==> src/rtl/div_if.sv <==
// Divider handshake bundle between microcode sequencer and div_unit.
// master: sequencer side (drives start/operands); slave: divider side.
interface div_if;
    logic        start;
    logic        is_8_bit;
    logic        is_signed;
    logic [31:0] dividend;
    logic [15:0] divisor;
    logic        busy;
    logic        complete;
    logic        error;
    logic [15:0] quotient;
    logic [15:0] remainder;
    logic        tmp_wr_en;
    logic [15:0] tmp_wr_val;

    modport master (
        output start, is_8_bit, is_signed, dividend, divisor,
        input  busy, complete, error, quotient, remainder,
        input  tmp_wr_en, tmp_wr_val
    );

    modport slave (
        input  start, is_8_bit, is_signed, dividend, divisor,
        output busy, complete, error, quotient, remainder,
        output tmp_wr_en, tmp_wr_val
    );
endinterface

==> src/rtl/div_unit.sv <==
// Multi-cycle restoring divider (DIV/IDIV), one quotient bit per clock.
// Ports: clk, reset (sync, active-high), bus (div_if.slave: start,
// is_8_bit, is_signed, dividend, divisor -> busy, complete, error,
// quotient, remainder, tmp_wr_en, tmp_wr_val).
// Build option: define DIV_SIGNED_EN to compile in the signed path.
module div_unit (
    input  logic  clk,
    input  logic  reset,
    div_if.slave  bus
);
    typedef enum logic [1:0] {
        IDLE    = 2'd0,
        WORKING = 2'd1,
        FIXUP   = 2'd2,
        DONE    = 2'd3
    } state_t;

    state_t      state_q, state_d;
    logic [4:0]  cnt_q, cnt_d;
    logic        byte_q, byte_d;
    logic [15:0] lo_q, lo_d;
    logic [15:0] dvs_q, dvs_d;
    logic [16:0] rem_q, rem_d;
    logic [15:0] quo_q, quo_d;
    logic        busy_q, busy_d;
    logic        complete_q, complete_d;
    logic        error_q, error_d;
    logic [15:0] quotient_q, quotient_d;
    logic [15:0] remainder_q, remainder_d;
    logic        tmp_wr_en_q, tmp_wr_en_d;
`ifdef DIV_SIGNED_EN
    logic        sgn_q, sgn_d;
    logic        qneg_q, qneg_d;
    logic        rneg_q, rneg_d;
`endif

    logic        sgn_in;
    logic        dvd_neg;
    logic        dvs_neg;
    logic [31:0] dvd_mag;
    logic [15:0] dvs_mag;
    logic [15:0] hi_mag;
    logic [15:0] lo_mag;
    logic [16:0] shifted;
    logic [16:0] diff;
    logic [15:0] q_fix;
    logic [15:0] r_fix;
    logic        ovf;

    // Operand magnitudes and signs at start time.
    always_comb begin
`ifdef DIV_SIGNED_EN
        sgn_in = bus.is_signed;
`else
        sgn_in = 1'b0;
`endif
        dvd_neg = sgn_in & (bus.is_8_bit ? bus.dividend[15]
                                         : bus.dividend[31]);
        dvs_neg = sgn_in & (bus.is_8_bit ? bus.divisor[7]
                                         : bus.divisor[15]);
        if (bus.is_8_bit) begin
            dvd_mag = {16'h0000, dvd_neg ? (~bus.dividend[15:0] + 16'd1)
                                         : bus.dividend[15:0]};
            dvs_mag = {8'h00, dvs_neg ? (~bus.divisor[7:0] + 8'd1)
                                      : bus.divisor[7:0]};
            hi_mag  = {8'h00, dvd_mag[15:8]};
            lo_mag  = {8'h00, dvd_mag[7:0]};
        end else begin
            dvd_mag = dvd_neg ? (~bus.dividend + 32'd1) : bus.dividend;
            dvs_mag = dvs_neg ? (~bus.divisor + 16'd1) : bus.divisor;
            hi_mag  = dvd_mag[31:16];
            lo_mag  = dvd_mag[15:0];
        end
    end

    // Restoring step: shift next dividend bit in, trial-subtract.
    // The partial remainder stays below the divisor, so bit 16 of the
    // difference is set exactly when the subtraction goes negative.
    always_comb begin
        shifted = {rem_q[15:0], byte_q ? lo_q[7] : lo_q[15]};
        diff    = shifted - {1'b0, dvs_q};
    end

    // Sign correction and overflow for the FIXUP cycle.
    always_comb begin
        q_fix = quo_q;
        r_fix = rem_q[15:0];
        ovf   = 1'b0;
`ifdef DIV_SIGNED_EN
        if (sgn_q) begin
            ovf = byte_q ? (quo_q > 16'h007F) : (quo_q > 16'h7FFF);
            if (qneg_q) q_fix = ~quo_q + 16'd1;
            if (rneg_q) r_fix = ~rem_q[15:0] + 16'd1;
            if (byte_q) begin
                q_fix = {8'h00, q_fix[7:0]};
                r_fix = {8'h00, r_fix[7:0]};
            end
        end
`endif
    end

    always_comb begin
        state_d     = state_q;
        cnt_d       = cnt_q;
        byte_d      = byte_q;
        lo_d        = lo_q;
        dvs_d       = dvs_q;
        rem_d       = rem_q;
        quo_d       = quo_q;
        busy_d      = busy_q;
        complete_d  = 1'b0;
        error_d     = error_q;
        quotient_d  = quotient_q;
        remainder_d = remainder_q;
        tmp_wr_en_d = 1'b0;
`ifdef DIV_SIGNED_EN
        sgn_d  = sgn_q;
        qneg_d = qneg_q;
        rneg_d = rneg_q;
`endif
        unique case (state_q)
            IDLE: begin
                if (bus.start) begin
                    byte_d  = bus.is_8_bit;
                    lo_d    = lo_mag;
                    dvs_d   = dvs_mag;
                    rem_d   = {1'b0, hi_mag};
                    quo_d   = 16'h0000;
                    busy_d  = 1'b1;
                    error_d = 1'b0;
`ifdef DIV_SIGNED_EN
                    sgn_d  = sgn_in;
                    qneg_d = dvd_neg ^ dvs_neg;
                    rneg_d = dvd_neg;
`endif
                    // Zero divisor or a quotient wider than N bits.
                    if (dvs_mag == 16'h0000 || hi_mag >= dvs_mag) begin
                        error_d    = 1'b1;
                        complete_d = 1'b1;
                        state_d    = DONE;
                    end else begin
                        cnt_d   = bus.is_8_bit ? 5'd8 : 5'd16;
                        state_d = WORKING;
                    end
                end
            end
            WORKING: begin
                lo_d  = {lo_q[14:0], 1'b0};
                quo_d = {quo_q[14:0], ~diff[16]};
                rem_d = diff[16] ? shifted : diff;
                cnt_d = cnt_q - 5'd1;
                if (cnt_q == 5'd1) state_d = FIXUP;
            end
            FIXUP: begin
                quotient_d  = q_fix;
                remainder_d = r_fix;
                error_d     = ovf;
                tmp_wr_en_d = ~ovf;
                complete_d  = 1'b1;
                state_d     = DONE;
            end
            DONE: begin
                busy_d  = 1'b0;
                state_d = IDLE;
            end
            default: state_d = IDLE;
        endcase
    end

    always_ff @(posedge clk) begin
        if (reset) begin
            state_q     <= IDLE;
            cnt_q       <= 5'd0;
            byte_q      <= 1'b0;
            lo_q        <= 16'h0000;
            dvs_q       <= 16'h0000;
            rem_q       <= 17'h00000;
            quo_q       <= 16'h0000;
            busy_q      <= 1'b0;
            complete_q  <= 1'b0;
            error_q     <= 1'b0;
            quotient_q  <= 16'h0000;
            remainder_q <= 16'h0000;
            tmp_wr_en_q <= 1'b0;
`ifdef DIV_SIGNED_EN
            sgn_q  <= 1'b0;
            qneg_q <= 1'b0;
            rneg_q <= 1'b0;
`endif
        end else begin
            state_q     <= state_d;
            cnt_q       <= cnt_d;
            byte_q      <= byte_d;
            lo_q        <= lo_d;
            dvs_q       <= dvs_d;
            rem_q       <= rem_d;
            quo_q       <= quo_d;
            busy_q      <= busy_d;
            complete_q  <= complete_d;
            error_q     <= error_d;
            quotient_q  <= quotient_d;
            remainder_q <= remainder_d;
            tmp_wr_en_q <= tmp_wr_en_d;
`ifdef DIV_SIGNED_EN
            sgn_q  <= sgn_d;
            qneg_q <= qneg_d;
            rneg_q <= rneg_d;
`endif
        end
    end

    assign bus.busy       = busy_q;
    assign bus.complete   = complete_q;
    assign bus.error      = error_q;
    assign bus.quotient   = quotient_q;
    assign bus.remainder  = remainder_q;
    assign bus.tmp_wr_en  = tmp_wr_en_q;
    assign bus.tmp_wr_val = quotient_q;
endmodule

==> src/flat_wrapper.sv <==
// flat-port wrapper written by rule: the top's interface ports become plain ports
module div_unit_flat 
  (clk, reset, bus_start, bus_is_8_bit, bus_is_signed, bus_dividend, bus_divisor, bus_busy, bus_complete, bus_error, bus_quotient, bus_remainder, bus_tmp_wr_en, bus_tmp_wr_val);
  div_if bus_i ();
  input  logic clk;
  input  logic reset;
  input wire logic [$bits(bus_i.start)-1:0] bus_start;
  input wire logic [$bits(bus_i.is_8_bit)-1:0] bus_is_8_bit;
  input wire logic [$bits(bus_i.is_signed)-1:0] bus_is_signed;
  input wire logic [$bits(bus_i.dividend)-1:0] bus_dividend;
  input wire logic [$bits(bus_i.divisor)-1:0] bus_divisor;
  output wire logic [$bits(bus_i.busy)-1:0] bus_busy;
  output wire logic [$bits(bus_i.complete)-1:0] bus_complete;
  output wire logic [$bits(bus_i.error)-1:0] bus_error;
  output wire logic [$bits(bus_i.quotient)-1:0] bus_quotient;
  output wire logic [$bits(bus_i.remainder)-1:0] bus_remainder;
  output wire logic [$bits(bus_i.tmp_wr_en)-1:0] bus_tmp_wr_en;
  output wire logic [$bits(bus_i.tmp_wr_val)-1:0] bus_tmp_wr_val;
  assign bus_i.start = bus_start;
  assign bus_i.is_8_bit = bus_is_8_bit;
  assign bus_i.is_signed = bus_is_signed;
  assign bus_i.dividend = bus_dividend;
  assign bus_i.divisor = bus_divisor;
  assign bus_busy = bus_i.busy;
  assign bus_complete = bus_i.complete;
  assign bus_error = bus_i.error;
  assign bus_quotient = bus_i.quotient;
  assign bus_remainder = bus_i.remainder;
  assign bus_tmp_wr_en = bus_i.tmp_wr_en;
  assign bus_tmp_wr_val = bus_i.tmp_wr_val;
  div_unit u_core (.clk(clk), .reset(reset), .bus(bus_i));
endmodule
==> config.mk <==
export PLATFORM = sky130hd
export DESIGN_NAME = div_unit_flat
export DESIGN_NICKNAME = d
export VERILOG_FILES = /design/src/rtl/div_if.sv /design/src/rtl/div_unit.sv /design/src/flat_wrapper.sv
export SDC_FILE = /design/constraint.sdc
export NUM_CORES = 1
export LEC_CHECK = 0
export BUFFER_PORTS_ARGS = -buffer_cell sky130_fd_sc_hd__buf_2
export CORE_MARGIN = 2
export CORE_UTILIZATION = 51
export DETAILED_ROUTE_END_ITERATION = 8
export GPL_TIMING_DRIVEN = 0
export PLACE_DENSITY = 0.89
export SYNTH_ARGS = -nofsm -noshare
export SYNTH_HDL_FRONTEND = slang
export SYNTH_SLANG_ARGS = --single-unit
==> constraint.sdc <==
create_clock -name clk -period 3 [get_ports clk]
set_input_delay 0.6 -clock clk [delete_from_list [all_inputs] [get_ports clk]]
set_output_delay 0.6 -clock clk [all_outputs]
set_load 0.02 [all_outputs]
# --- Word-level counts from Yosys, hierarchy flattened ---
# Index checks and enable logic that the tools add are counted.
word_totals:
  regBits: 108
  inputBits: 53
  out_inout_bits: 52
  elab_cells: 63
classes:
  addsub: 2
  order_cmp: 1
  eq_ne: 7
  n_mux: 27
  bitwise_logic: 1
  n_reduce_logical: 12
ops:
  columns: ["cell", "n"]
  rows:
  - ["2-to-1 mux 16 bit", 7]
  - ["case mux 16 bit (2 select lines)", 3]
  - ["subtractor 17 x 16 -> 17 bit", 1]
  - [">= comparator 16 bit", 1]
  - ["logical NOT 16 bit", 1]
  - ["2-to-1 mux 5 bit", 3]
  - ["case mux 5 bit (2 select lines)", 1]
  - ["AND reduction 2 bit", 5]
  - ["case mux 2 bit (4 select lines)", 1]
  - ["2-to-1 mux 1 bit", 6]
  - ["2-to-1 mux 2 bit", 3]
  - ["case mux 1 bit (2 select lines)", 3]
  - ["nonzero test 2 bit", 3]
  - ["== test 5 x 1 -> 1 bit (second input constant)", 1]
  - ["subtractor 5 x 1 -> 5 bit (second input constant)", 1]
  - ["== test 2 bit (second input constant)", 2]
  - ["!= test 2 bit (second input constant)", 2]
  - ["AND reduction 3 bit", 1]
  - ["== test 2 x 1 -> 1 bit (second input constant)", 1]
  - ["logical NOT 2 bit", 1]
  - ["!= test 2 x 1 -> 1 bit (second input constant)", 1]
  - ["logical OR 1 bit", 1]
  - ["inverter 1 bit", 1]

# --- Logic depth before layout (Yosys ltp) ---
# Gate-level depths: netlist (run 1).
logic_depth:
  ltp_word: 6
  ltp_mapped: 13
  mapped_depth_nobuf: 12

# --- Worst setup path before layout (run 1) ---
# Ideal clock, no wire load.
synth_timing:
  kind: "in2reg"
  from: "in bus_is_8_bit"
  to: "reg u_core.cnt_q[2]"
  setup_ns: 0.070
  arrival_time_ns: 3.190
  required_ns: 2.930
  setup_slack_ns: -0.261
  path_stages: 12
  n_path_buf: 2
  cell_sequence: "clkbuf_1 > buf_1 > nor2b_1 > ha_1 > a21o_1 > a21o_1 > a2111oi_0 > o21ai_0 > o211ai_1 > a31oi_1 > or3_1 > a21oi_1"
synth_via:
  elab_chain_cells: 5
  elab_cells_between_ends: 7
  cone_classes: "1 x order compare; 1 x eq/ne; 2 x mux; 3 x reduce/logical"
synth_rtl:
  columns: ["element", "line_no", "text"]
  rows:
  - ["start, declared", "flat_wrapper.sv:8", "input wire logic [$bits(bus_i.is_8_bit)-1:0] bus_is_8_bit;"]
  - ["2-to-1 mux 16 bit", "div_unit.sv:61", "if (bus.is_8_bit) begin"]
  - [">= comparator 16 bit / logical NOT 16 bit (equally long branches)", "div_unit.sv:137", "if (dvs_mag == 16'h0000 || hi_mag >= dvs_mag) begin"]
  - ["logical OR 1 bit *", "div_unit.sv:137", null]
  - ["!= test 2 bit (no line) *", null, null]
  - ["AND reduction 3 bit (no line) *", null, null]
  - ["end signal, assigned", "div_unit.sv:192", "cnt_q <= cnt_d;"]
  - ["end, declared", "div_unit.sv:19", "logic [4:0] cnt_q, cnt_d;"]
# Mark *: on every way between the ends. The rest lies on a longest branch, timed or not.
# A chain may end at the register's enable or synchronous reset.

# --- Worst setup path after layout (run 1) ---
layout_timing:
  from: "reg u_core.byte_q"
  to: "reg u_core.rem_q[5]"
layout_via:
  elab_chain_cells: 4
layout_rtl:
  columns: ["element", "line_no", "text"]
  rows:
  - ["start, declared", "div_unit.sv:20", "logic byte_q, byte_d;"]
  - ["start signal, assigned", "div_unit.sv:193", "byte_q <= byte_d;"]
  - ["2-to-1 mux 1 bit", "div_unit.sv:80", "shifted = {rem_q[15:0], byte_q ? lo_q[7] : lo_q[15]};"]
  - ["subtractor 17 x 16 -> 17 bit", "div_unit.sv:81", "diff = shifted - {1'b0, dvs_q};"]
  - ["2-to-1 mux 16 bit", "div_unit.sv:150", "rem_d = diff[16] ? shifted : diff;"]
  - ["case mux 16 bit (2 select lines)", "div_unit.sv:121", "unique case (state_q)"]
  - ["end signal, assigned", "div_unit.sv:196", "rem_q <= rem_d;"]
  - ["end, declared", "div_unit.sv:23", "logic [16:0] rem_q, rem_d;"]
# No other way between the ends.

==> reports/metrics.yaml, run 1 <==
status: "complete, but fails checks"
violations: "setup timing"
hold_buffers: 0
coreArea_mm2: 0.01127
final_cell_mix: "107 x dfxtp_1, 103 x buf_2, 94 x nor2_1"
critPathKind: "register to register"
finClkSkew_ns: 0.007933
whs_ns: 0.4652
hold_path_class: "register to register"
viasPerCell: 6.055
grt_max_degree: 20
grtUsageTotal: 0.2721
required_ns: 3.25
path_max_fanout: 5
multi_input_area_mm2: 0.003482
worstSkewPairLatency_ns: 0.36
ys_types: 58
synthCells: 666
r2r-start: "u_core.byte_q"
fin_nets: 891
synthArstFlopShare: 0
dp_slack_ns: -0.6238
crit_start: "u_core.byte_q"
synth_top_family_by_area: "compound AO/OA/AOI/OAI gates"
firstDrtPassIters: 5
crit_arrival_ns: 3.61
ant_nets: 0
die_y_um: 110.9
final_common_cell: "dfxtp_1"
synth_area_mm2: 0.005832
tritoncts: "yes"
drc: 0
antenna_found_initial: 0
cts_buffers: 9
min_period_ns: 3.356
grt_pass1_vias: 5449
synth-compound-area-share: 0.1813
max_stage_delay_ns: 0.44
crit_path_end: "u_core.rem_q[5]"
cp-start-kind: "register"
ir_worst_vdd_mv: 0.4858
synth-simple-area-share: 0.1562
rsz0062_at_grt: "yes"
finalSetupViolCount: 18
worstPathCellList: "mux2i_2 -> ha_2 -> fa_2 -> nor2b_4 -> o2111ai_4 -> a31oi_4 -> a221o_1 -> a211oi_4 -> xnor2_4 -> buf_8 -> mux2i_4 -> a21oi_2 -> a31o_1"
diodes: 0
drt_iter0_markers: 563
overflow: 0
grt_pass1_wl_um: 27140
via_count: 5734
area_delta_synth_final_pct: 25.12
clock-root-buffer: "clkbuf_16"
n_fill_cell: 850
powerDensity_mw_per_mm2: 1084
synthAdderAreaFrac: 0.08496
end_kind: "register"
p_leak_nw: 3.145
dp_hpwl_um: 12090
num_io_pins: 105
worst_slack_ns: -0.3557
clock_sinks: 108
wl_per_cell_um: 19.32
clk_path_buf_depth: 2
start_util: 0.5174
worst_pin_slew_ns: 0.7753
chipWidth_um: 110.9
hold_violations: 0
fmax_mhz: 298.0
ys_seq_elements: 108
htree_levels: 3
syn_nets: 758
r2r_cells: 13
rrSetupSlack_ns: -0.36
reg2reg_to: "u_core.rem_q[5]"
synth_edf_count: 0
gp_congestion: 0.9518
relSlewSlack: 0.4812
synthXorXnorAreaFrac: 0.02231
regArea_mm2: 0.002163
synth_mux_area_frac: 0.1165
clk_pin_slew_ns: 0.07
yosysWarnings: 0
finalCritPeriodShare: 1.119
critPathSlowestCell: "a221o_1"
rows: 39
drive_above_1_share: 0.2562
fp.dieArea_mm2: 0.01231
yosys_most_used_dff: "dfxtp_1"
maxSlewViolCount: 0
port_buffers: 103
synth_area_per_cell_um2: 8.757
max_cap_viol_count: 0
drt-total-wl_um: 18290
ys_seq_area_frac: 0.3707
where the power goes:
| part | internal, W | total (W) | switching [W] |
|---|---|---|---|
| clock network | 0.000579 | 0.00116 | 0.000579 |
| registers | 0.00172 | 0.00198 | 0.000257 |
| logic | 0.00216 | 0.00478 | 0.00262 |
| total | 0.00445 | 0.00791 | 0.00346 |
critical path: cells and delay by family, from the launching register on:
family | cells | cell delay [ns]
flip-flops | 1 | 0.35
adder cells (fa/ha/maj) | 2 | 0.49
AO/OA/AOI/OAI | 6 | 1.42
AND/OR/NAND/NOR | 1 | 0.06
buffers and inverters | 1 | 0.19
multiplexers | 2 | 0.51
XOR/XNOR | 1 | 0.23
cell usage after synthesis (all sizes together), types with 14 or more instances:
| library cell | n | area share |
|---|---|---|
| a21o | 15 | 0.019 |
| buf | 24 | 0.027 |
| nor3 | 18 | 0.015 |
| mux2 | 15 | 0.029 |
| mux2i | 51 | 0.088 |
| a21oi | 40 | 0.034 |
| nor2b | 14 | 0.016 |
| nor2 | 94 | 0.061 |
| nand2 | 35 | 0.023 |
| dfxtp | 108 | 0.37 |
| clkbuf | 31 | 0.020 |
| ha | 38 | 0.082 |
| a211oi | 14 | 0.020 |
| o21ai | 18 | 0.016 |
| inv | 32 | 0.021 |
| a22oi | 16 | 0.021 |
per-stage QoR:
stage / cell area, um^2 / instances / total power, W / setup TNS [ns] / utilization
6_report: 7297 / 947 / 0.007912 / -4.250 / 0.6474
5_1_grt: 7297 / 947 / 0.008283 / -5.655 / 0.6474
4_1_cts: 7068 / 939 / 0.007378 / -3.968 / 0.6270
3_5_place_dp: 6554 / 912 / 0.005503 / -11.10 / 0.5814
3_3_place_gp: 6554 / 912 / 0.005419 / -9.184 / 0.5814
2_1_floorplan: 5859 / 666 / 0.004646 / 0 / -
how the worst min path moves through the flow:
stage / from / to / slack, ns / cells past startpoint
global route: u_core.dvs_q[3] / u_core.dvs_q[3] / 0.49 / 2
floorplan: u_core.dvs_q[2] / u_core.dvs_q[2] / 0.44 / 2
detailed placement: u_core.dvs_q[3] / u_core.dvs_q[3] / 0.45 / 2
CTS: u_core.dvs_q[2] / u_core.dvs_q[2] / 0.47 / 2
global placement: u_core.dvs_q[4] / u_core.dvs_q[4] / 0.44 / 2
finish: u_core.dvs_q[5] / u_core.dvs_q[5] / 0.47 / 2
area by class of cell:
class | instances | share of cell area
timing repair buffer | 123 | 0.1027
inverter | 32 | 0.01646
multi-input combinational | 471 | 0.4772
clock inverter | 7 | 0.008230
sequential | 108 | 0.2965
buffer | 54 | 0.04355
clock buffer | 9 | 0.03086
tap | 143 | 0.02452
routing by layer:
layer	up-vias	wire length (um)	GRT usage
met5	-	0	0
met4	0	757	0.1558
met3	73	1990	0.06014
met2	406	8459	0.4397
met1	2637	7085	0.3349
li1	2618	-	-
logic make-up (layout without fill, tap and decap cells):
kind of cell | Yosys count | count (layout)
flops | 108 | 108
buf+inv | 87 | 225
compound gates | 152 | 152
xor+xnor | 14 | 14
mux | 66 | 66
simple gates | 200 | 200
fa+ha+maj | 39 | 39
registers in the layout (all words and copies together), names as in the netlist:
name and cells:
u_core.bus.quotient 16, u_core.lo_q 16, u_core.state_q 2, u_core.bus.busy 1
u_core.q_fix 16, u_core.cnt_q 5, u_core.byte_q 1, u_core.rem_q 16
u_core.bus.remainder 16, u_core.bus.complete 1, u_core.bus.tmp_wr_en 1, u_core.bus.error 1
u_core.dvs_q 16
timing repair:
item	in CTS	in global routing
resized for setup	29	35
endpoints found under the setup margin	25	25
buffers inserted	10	9
cloned	1	2
pin swaps	18	28
Power figures use the tool's default switching activity.
==> run 2, diff against run 1 <==
--- a/config.mk
+++ b/config.mk
@@ -10,7 +10,7 @@
 export CORE_UTILIZATION = 51
 export DETAILED_ROUTE_END_ITERATION = 8
 export GPL_TIMING_DRIVEN = 0
-export PLACE_DENSITY = 0.89
+export PLACE_DENSITY = 0.73
 export SYNTH_ARGS = -nofsm -noshare
 export SYNTH_HDL_FRONTEND = slang
 export SYNTH_SLANG_ARGS = --single-unit
==> run 2 against run 1 <==
Effect of this change:
- the flow still finishes with violations (setup timing)
- first-iteration DRC count decreased by 27%
- sequential cell count unchanged
- clock power about the same
- via count decreased by 2.8%
- die area unchanged
- global-route usage increased by 0.69 points
- critical path depth unchanged
- combinational power about the same
- utilization increased by 0.54 points
- sequential share of layout area decreased by 0.25 points
- final cell count increased by 0.53%
- total power about the same
==> reports/metrics.yaml, run 2 (synthesis gave the netlist of run 1 again) <==
htree_levels: 3  # unchanged
maxSlewViolCount: 0  # unchanged
p_leak_nw: 3.172  # +0.87%
n_fill_cell: 943  # +11%
r2r-start: "u_core.byte_q"
via_count: 5575  # -2.8%
coreArea_mm2: 0.01127  # unchanged
clk_path_buf_depth: 2  # unchanged
r2r_cells: 13  # unchanged
start_util: 0.5174  # unchanged
relSlewSlack: 0.4613  # -0.01989
stdcell_area_mm2: 0.007358  # +0.84%
fin_nets: 896  # +0.56%
gp_congestion: 0.9202  # -3.3%
power_frac_clock: 0.147  # about the same
min_period_ns: 3.247  # -0.1082 ns
final_cell_mix: "107 x dfxtp_1, 103 x buf_2, 93 x nor2_1"
rsz0062_at_grt: "yes"
worst_slack_ns: -0.2475  # +0.1082 ns
worstSkewPairLatency_ns: 0.35  # about the same
crit_path_end: "u_core.rem_q[5]"
cp-start-kind: "register"
crit_arrival_ns: 3.50  # -0.11 ns
ir_worst_vdd_mv: 0.5516  # +14%
finClkSkew_ns: 0.006674  # -0.001259 ns
ant_nets: 0  # unchanged
finalCritPeriodShare: 1.082  # -0.03606
rrSetupSlack_ns: -0.25  # +0.11 ns
num_io_pins: 105  # unchanged
fp.dieArea_mm2: 0.01231  # unchanged
chipWidth_um: 110.9  # unchanged
status: "complete, but fails checks"
fmax_mhz: 307.9  # +3.3%
power_frac_comb: 0.604  # about the same
antenna_found_initial: 1  # +1
grtUsageTotal: 0.2790  # +0.006921
clock-root-buffer: "clkbuf_16"
tritoncts: "yes"
whs_ns: 0.4569  # -0.008372 ns
pwr-share-seq: 0.250  # about the same
violations: "setup timing"
path_max_fanout: 5  # unchanged
hold_violations: 0  # unchanged
grt_pass1_wl_um: 27340  # +0.74%
viasPerCell: 5.856  # -3.3%
end_kind: "register"
worst_pin_slew_ns: 0.8051  # +0.02972 ns
place_inst: 912  # unchanged
firstDrtPassIters: 7  # +2
max_cap_viol_count: 0  # unchanged
diodes: 0  # unchanged
final_common_cell: "dfxtp_1"
die_y_um: 110.9  # unchanged
place_area_mm2: 0.006554  # unchanged
powerDensity_mw_per_mm2: 1075  # -0.83%
cts_buffers: 9  # unchanged
critPathKind: "register to register"
grt_util_met1: 0.3608  # +0.02585
wl_per_cell_um: 18.71  # -3.2%
port_buffers: 103  # unchanged
reg2reg_to: "u_core.rem_q[5]"
rows: 39  # unchanged
finalSetupViolCount: 17  # -1
clk_pin_slew_ns: 0.07  # about the same
hold_buffers: 0  # unchanged
grt_pass1_vias: 5439  # -0.18%
grt_max_degree: 18  # -10%
drt-total-wl_um: 17810  # -2.6%
clock_sinks: 108  # unchanged
drc: 0  # unchanged
power.internal_w: 0.004525  # +1.6%
hold_path_class: "register to register"
crit_start: "u_core.byte_q"
switching_share: 0.4281  # -0.009013
power_w: 0.007911  # about the same
drive_above_1_share: 0.2670  # +0.01078
required_ns: 3.25  # about the same
drt_iter0_markers: 412  # -27%
top_usage_layer: "met2"
met2_usage: 0.4474  # +0.007771
switchingPower_w: 0.003387  # -2.1%
instances_no_fill: 952  # +0.53%
area_delta_synth_final_pct: 26.17
dp_hpwl_um: 12560  # +3.9%
overflow: 0  # unchanged
met3_usage: 0.04811  # -0.01203
run 2: cell count changes in the layout (fill, tap and decap cells not counted), sizes merged:
cell	delta
a31oi	+1
buf	+3
clkbuf	+3
clkinv	-1
clkinvlp	+1
inv	-2
run 2: final cells by class:
class | count | area, um^2 | area share
buffer | 55 | 324.1 | 0.04404
timing repair buffer | 126 | 769.5 | 0.1046
multi-input combinational | 472 | 3515 | 0.4776
clock inverter | 5 | 35.03 | 0.004761
sequential | 108 | 2163 | 0.2940
inverter | 32 | 120.1 | 0.01632
tap | 143 | 178.9 | 0.02432
clock buffer | 11 | 252.7 | 0.03435
run 2: metal layers:
metal | part of all wire | vias up
met2 | 0.45 | 285
li1 | - | 2623
met5 | 0.00073 | -
met4 | 0.041 | 2
met3 | 0.074 | 64
met1 | 0.44 | 2601
run 2: worst min-delay path by stage:
stage | slack (ns) | depth (start not counted) | startpoint | end
2_1_floorplan | 0.44 | 2 | u_core.dvs_q[2] | u_core.dvs_q[2]
3_3_place_gp | 0.44 | 2 | u_core.dvs_q[2] | u_core.dvs_q[2]
3_5_place_dp | 0.45 | 2 | u_core.dvs_q[2] | u_core.dvs_q[2]
4_1_cts | 0.46 | 2 | u_core.dvs_q[2] | u_core.dvs_q[2]
5_1_grt | 0.48 | 2 | u_core.dvs_q[2] | u_core.dvs_q[2]
6_report | 0.46 | 2 | u_core.dvs_q[2] | u_core.dvs_q[2]
run 2: critical path, stage by stage, from the launching register on:
cell and delay [ns]:
dfxtp_2 0.35, mux2i_2 0.24, ha_2 0.24, fa_2 0.24
nor2b_4 0.05, o2111ai_4 0.22, a31oi_4 0.12, a221o_1 0.45
a211oi_4 0.32, xnor2_4 0.25, buf_8 0.19, mux2i_1 0.19
a21oi_1 0.08, a31o_1 0.20
run 2: what timing repair did:
item,4_1_cts,5_1_grt
gates resized for setup,32,33
gates cloned,2,2
setup buffers,14,6
endpoints found under the setup margin,25,25
pin swaps,26,29
run 2: per-stage QoR:
stage | worst slack [ns] | utilization | TNS [ns]
after floorplan | 0.03624 | - | 0
after global placement | -0.6115 | 0.5814 | -11.34
after detailed placement | -0.7052 | 0.5814 | -12.62
after CTS | -0.2679 | 0.6334 | -3.388
after global routing | -0.3730 | 0.6528 | -5.153
final | -0.2475 | 0.6528 | -3.177
run 2: power groups by stage:
stage | Combinational [W] | Sequential (W) | Clock, W
6_report | 0.00478 | 0.00197 | 0.00116
5_1_grt | 0.00508 | 0.00200 | 0.00123
4_1_cts | 0.00445 | 0.00196 | 0.00118
3_5_place_dp | 0.00358 | 0.00198 | 0
3_3_place_gp | 0.00351 | 0.00197 | 0
2_1_floorplan | 0.00269 | 0.00195 | 0
==> run 3, diff against run 2 <==
==> constraint.sdc (replaced) <==
create_clock -name clk -period 2.9 [get_ports clk]
set_input_delay 0.58 -clock clk [delete_from_list [all_inputs] [get_ports clk]]
set_output_delay 0.58 -clock clk [all_outputs]
set_load 0.02 [all_outputs]
==> run 3 against run 2 <==
Effect of this change:
- the flow still finishes with violations (setup timing)
- utilization down 0.33 points
- combinational power up 7.5%
- final cell count down 0.74%
- sequential power up 4%
- hold slack better by 0.0063 ns
- wire length down 2.4%
- first-iteration DRC count down 34%
- register-to-register slack worse by 0.16 ns
- maximum frequency down 1.9%
- critical path depth unchanged
- cell area down 0.51%
- die area unchanged
==> reports/metrics.yaml, run 3 (synthesis gave the netlist of run 1 again) <==
fp.dieArea_mm2: 0.01231  # unchanged
required_ns: 3.14  # -0.11 ns
clk_pin_slew_ns: 0.07  # about the same
overflow: 0  # unchanged
firstDrtPassIters: 5  # -2
max_stage_delay_ns: 0.45  # about the same
clk_path_buf_depth: 2  # unchanged
switchingPower_w: 0.003505  # +3.5%
grtUsageTotal: 0.2821  # +0.003083
drive_above_1_share: 0.2618  # -0.005151
powerDensity_mw_per_mm2: 1150  # +7.0%
critPathSlowestCell: "a221o_1"
drc: 0  # unchanged
stdcell_area_mm2: 0.007321  # -0.51%
cts_buffers: 9  # unchanged
grt_pass1_wl_um: 27520  # +0.63%
gp_congestion: 0.9198  # about the same
regArea_mm2: 0.002163  # unchanged
multi_input_area_mm2: 0.003535  # +0.57%
worst_pin_slew_ns: 0.8309  # +0.02580 ns
pwr-share-seq: 0.242  # -0.008
htree_levels: 3  # unchanged
worstSkewPairLatency_ns: 0.36  # about the same
n_fill_cell: 944  # +0.11%
port_buffers: 103  # unchanged
power_w: 0.008418  # +6.4%
rows: 39  # unchanged
wl_per_cell_um: 18.39  # -1.7%
status: "complete, but fails checks"
max_cap_viol_count: 0  # unchanged
finalSetupViolCount: 17  # unchanged
ant_nets: 0  # unchanged
p_leak_nw: 3.131  # -1.3%
finClkSkew_ns: 0.008254  # +0.001580 ns
worst-path-buf-inv: 1  # unchanged
chipWidth_um: 110.9  # unchanged
ir_worst_vdd_mv: 0.6373  # +16%
place_area_mm2: 0.006576  # +0.34%
dp_hpwl_um: 12620  # +0.49%
start_util: 0.5174  # unchanged
final_common_cell: "dfxtp_1"
fin_util: 0.6495  # -0.003330
grt_pass1_vias: 5346  # -1.7%
relSlewSlack: 0.4440  # -0.01726
fin_nets: 890  # -0.67%
power.internal_w: 0.004913  # +8.6%
tritoncts: "yes"
coreArea_mm2: 0.01127  # unchanged
fmax_mhz: 301.9  # -1.9%
grt_max_degree: 17  # -1
area_delta_synth_final_pct: 25.53
finalCritPeriodShare: 1.142  # +0.05957
diodes: 0  # unchanged
violations: "setup timing"
drt_iter0_markers: 271  # -34%
critPathTopFamily: "compound AO/OA/AOI/OAI gates"
viasPerCell: 5.772  # -1.4%
cp-start-kind: "register"
hold_path_class: "register to register"
final_cell_mix: "107 x dfxtp_1, 104 x buf_2, 93 x nor2_1"
switching_share: 0.4163  # -0.01170
clock-root-buffer: "clkbuf_16"
via_count: 5455  # -2.2%
clock_sinks: 108  # unchanged
num_io_pins: 105  # unchanged
end_kind: "register"
whs_ns: 0.4632  # +0.006304 ns
path_max_fanout: 6  # +1
critPathKind: "register to register"
worst_slack_ns: -0.4120  # -0.1645 ns
min_period_ns: 3.312  # +0.06450 ns
maxSlewViolCount: 0  # unchanged
power_frac_comb: 0.610  # +0.006
power_frac_clock: 0.147  # about the same
crit_arrival_ns: 3.56  # +0.06 ns
worstPathCellList: "mux2i_2 -> ha_2 -> fa_2 -> nor2b_4 -> o2111ai_4 -> a31oi_4 -> a221o_1 -> a211oi_4 -> xnor2_4 -> buf_8 -> mux2i_1 -> a21oi_1 -> a31o_1"
drt-total-wl_um: 17380  # -2.4%
rsz0062_at_grt: "yes"
hold_violations: 0  # unchanged
antenna_found_initial: 0  # -1
die_y_um: 110.9  # unchanged
run 3: cell count changes in the layout (fill, tap and decap cells not counted), sizes merged:
cell,before,now
clkinvlp,1,0
clkbuf,44,42
bufinv,0,1
buf,148,144
clkinv,3,2
run 3: what timing repair did:
action / 4_1_cts / 5_1_grt
gates cloned: 2 / 0
pin swaps: 27 / 25
setup endpoints to repair: 24 / 25
buffers inserted: 12 / 6
resized for setup: 33 / 30
hold buffers: 0 / 0
run 3: power by group through the flow:
stage	registers, W	clock network, W	logic [W]
floorplan	0.00202	0	0.00279
global placement	0.00204	0	0.00367
global route	0.00207	0.00133	0.00550
finish	0.00204	0.00124	0.00514
CTS	0.00203	0.00126	0.00468
detailed placement	0.00205	0	0.00373
run 3: final timing paths:
path | start | end | slack, ns | cells past startpoint
max | u_core.byte_q | u_core.rem_q[7] | -0.41 | 13
min | u_core.dvs_q[7] | u_core.dvs_q[7] | 0.46 | 2
max reg2reg | u_core.byte_q | u_core.rem_q[7] | -0.41 | 13
min reg2reg | u_core.dvs_q[7] | u_core.dvs_q[7] | 0.46 | 2
run 3: per-stage QoR:
step	setup TNS, ns	instances	setup WS, ns
floorplan	0	666	0.004411
global placement	-13.17	912	-0.7293
detailed placement	-14.48	912	-0.7805
CTS	-6.176	940	-0.4468
global route	-7.500	945	-0.5108
finish	-5.752	945	-0.4120
run 3: cell type report:
type                       count  share of cell area
buffer                        55             0.04495
clock buffer                  11             0.03316
clock inverter                 4            0.006666
inverter                      32             0.01641
multi-input combinational    472              0.4828
sequential                   108              0.2955
tap                          143             0.02444
timing repair buffer         120             0.09605
run 3: metal layers:
layer,routed length (um),global-route usage,vias up
met3,1146,0.06670,46
met2,8020,0.4577,218
met5,0,0,-
met1,7624,0.3638,2582
met4,587,0.1117,0
li1,-,-,2609
run 3: worst reg2reg max path, delay by kind of cell (launching register included):
family,cells,cell delay [ns]
compound gates,6,1.43
fa+ha+maj,2,0.50
mux,2,0.45
buf+inv,1,0.20
flops,1,0.34
simple gates,1,0.06
xor+xnor,1,0.23
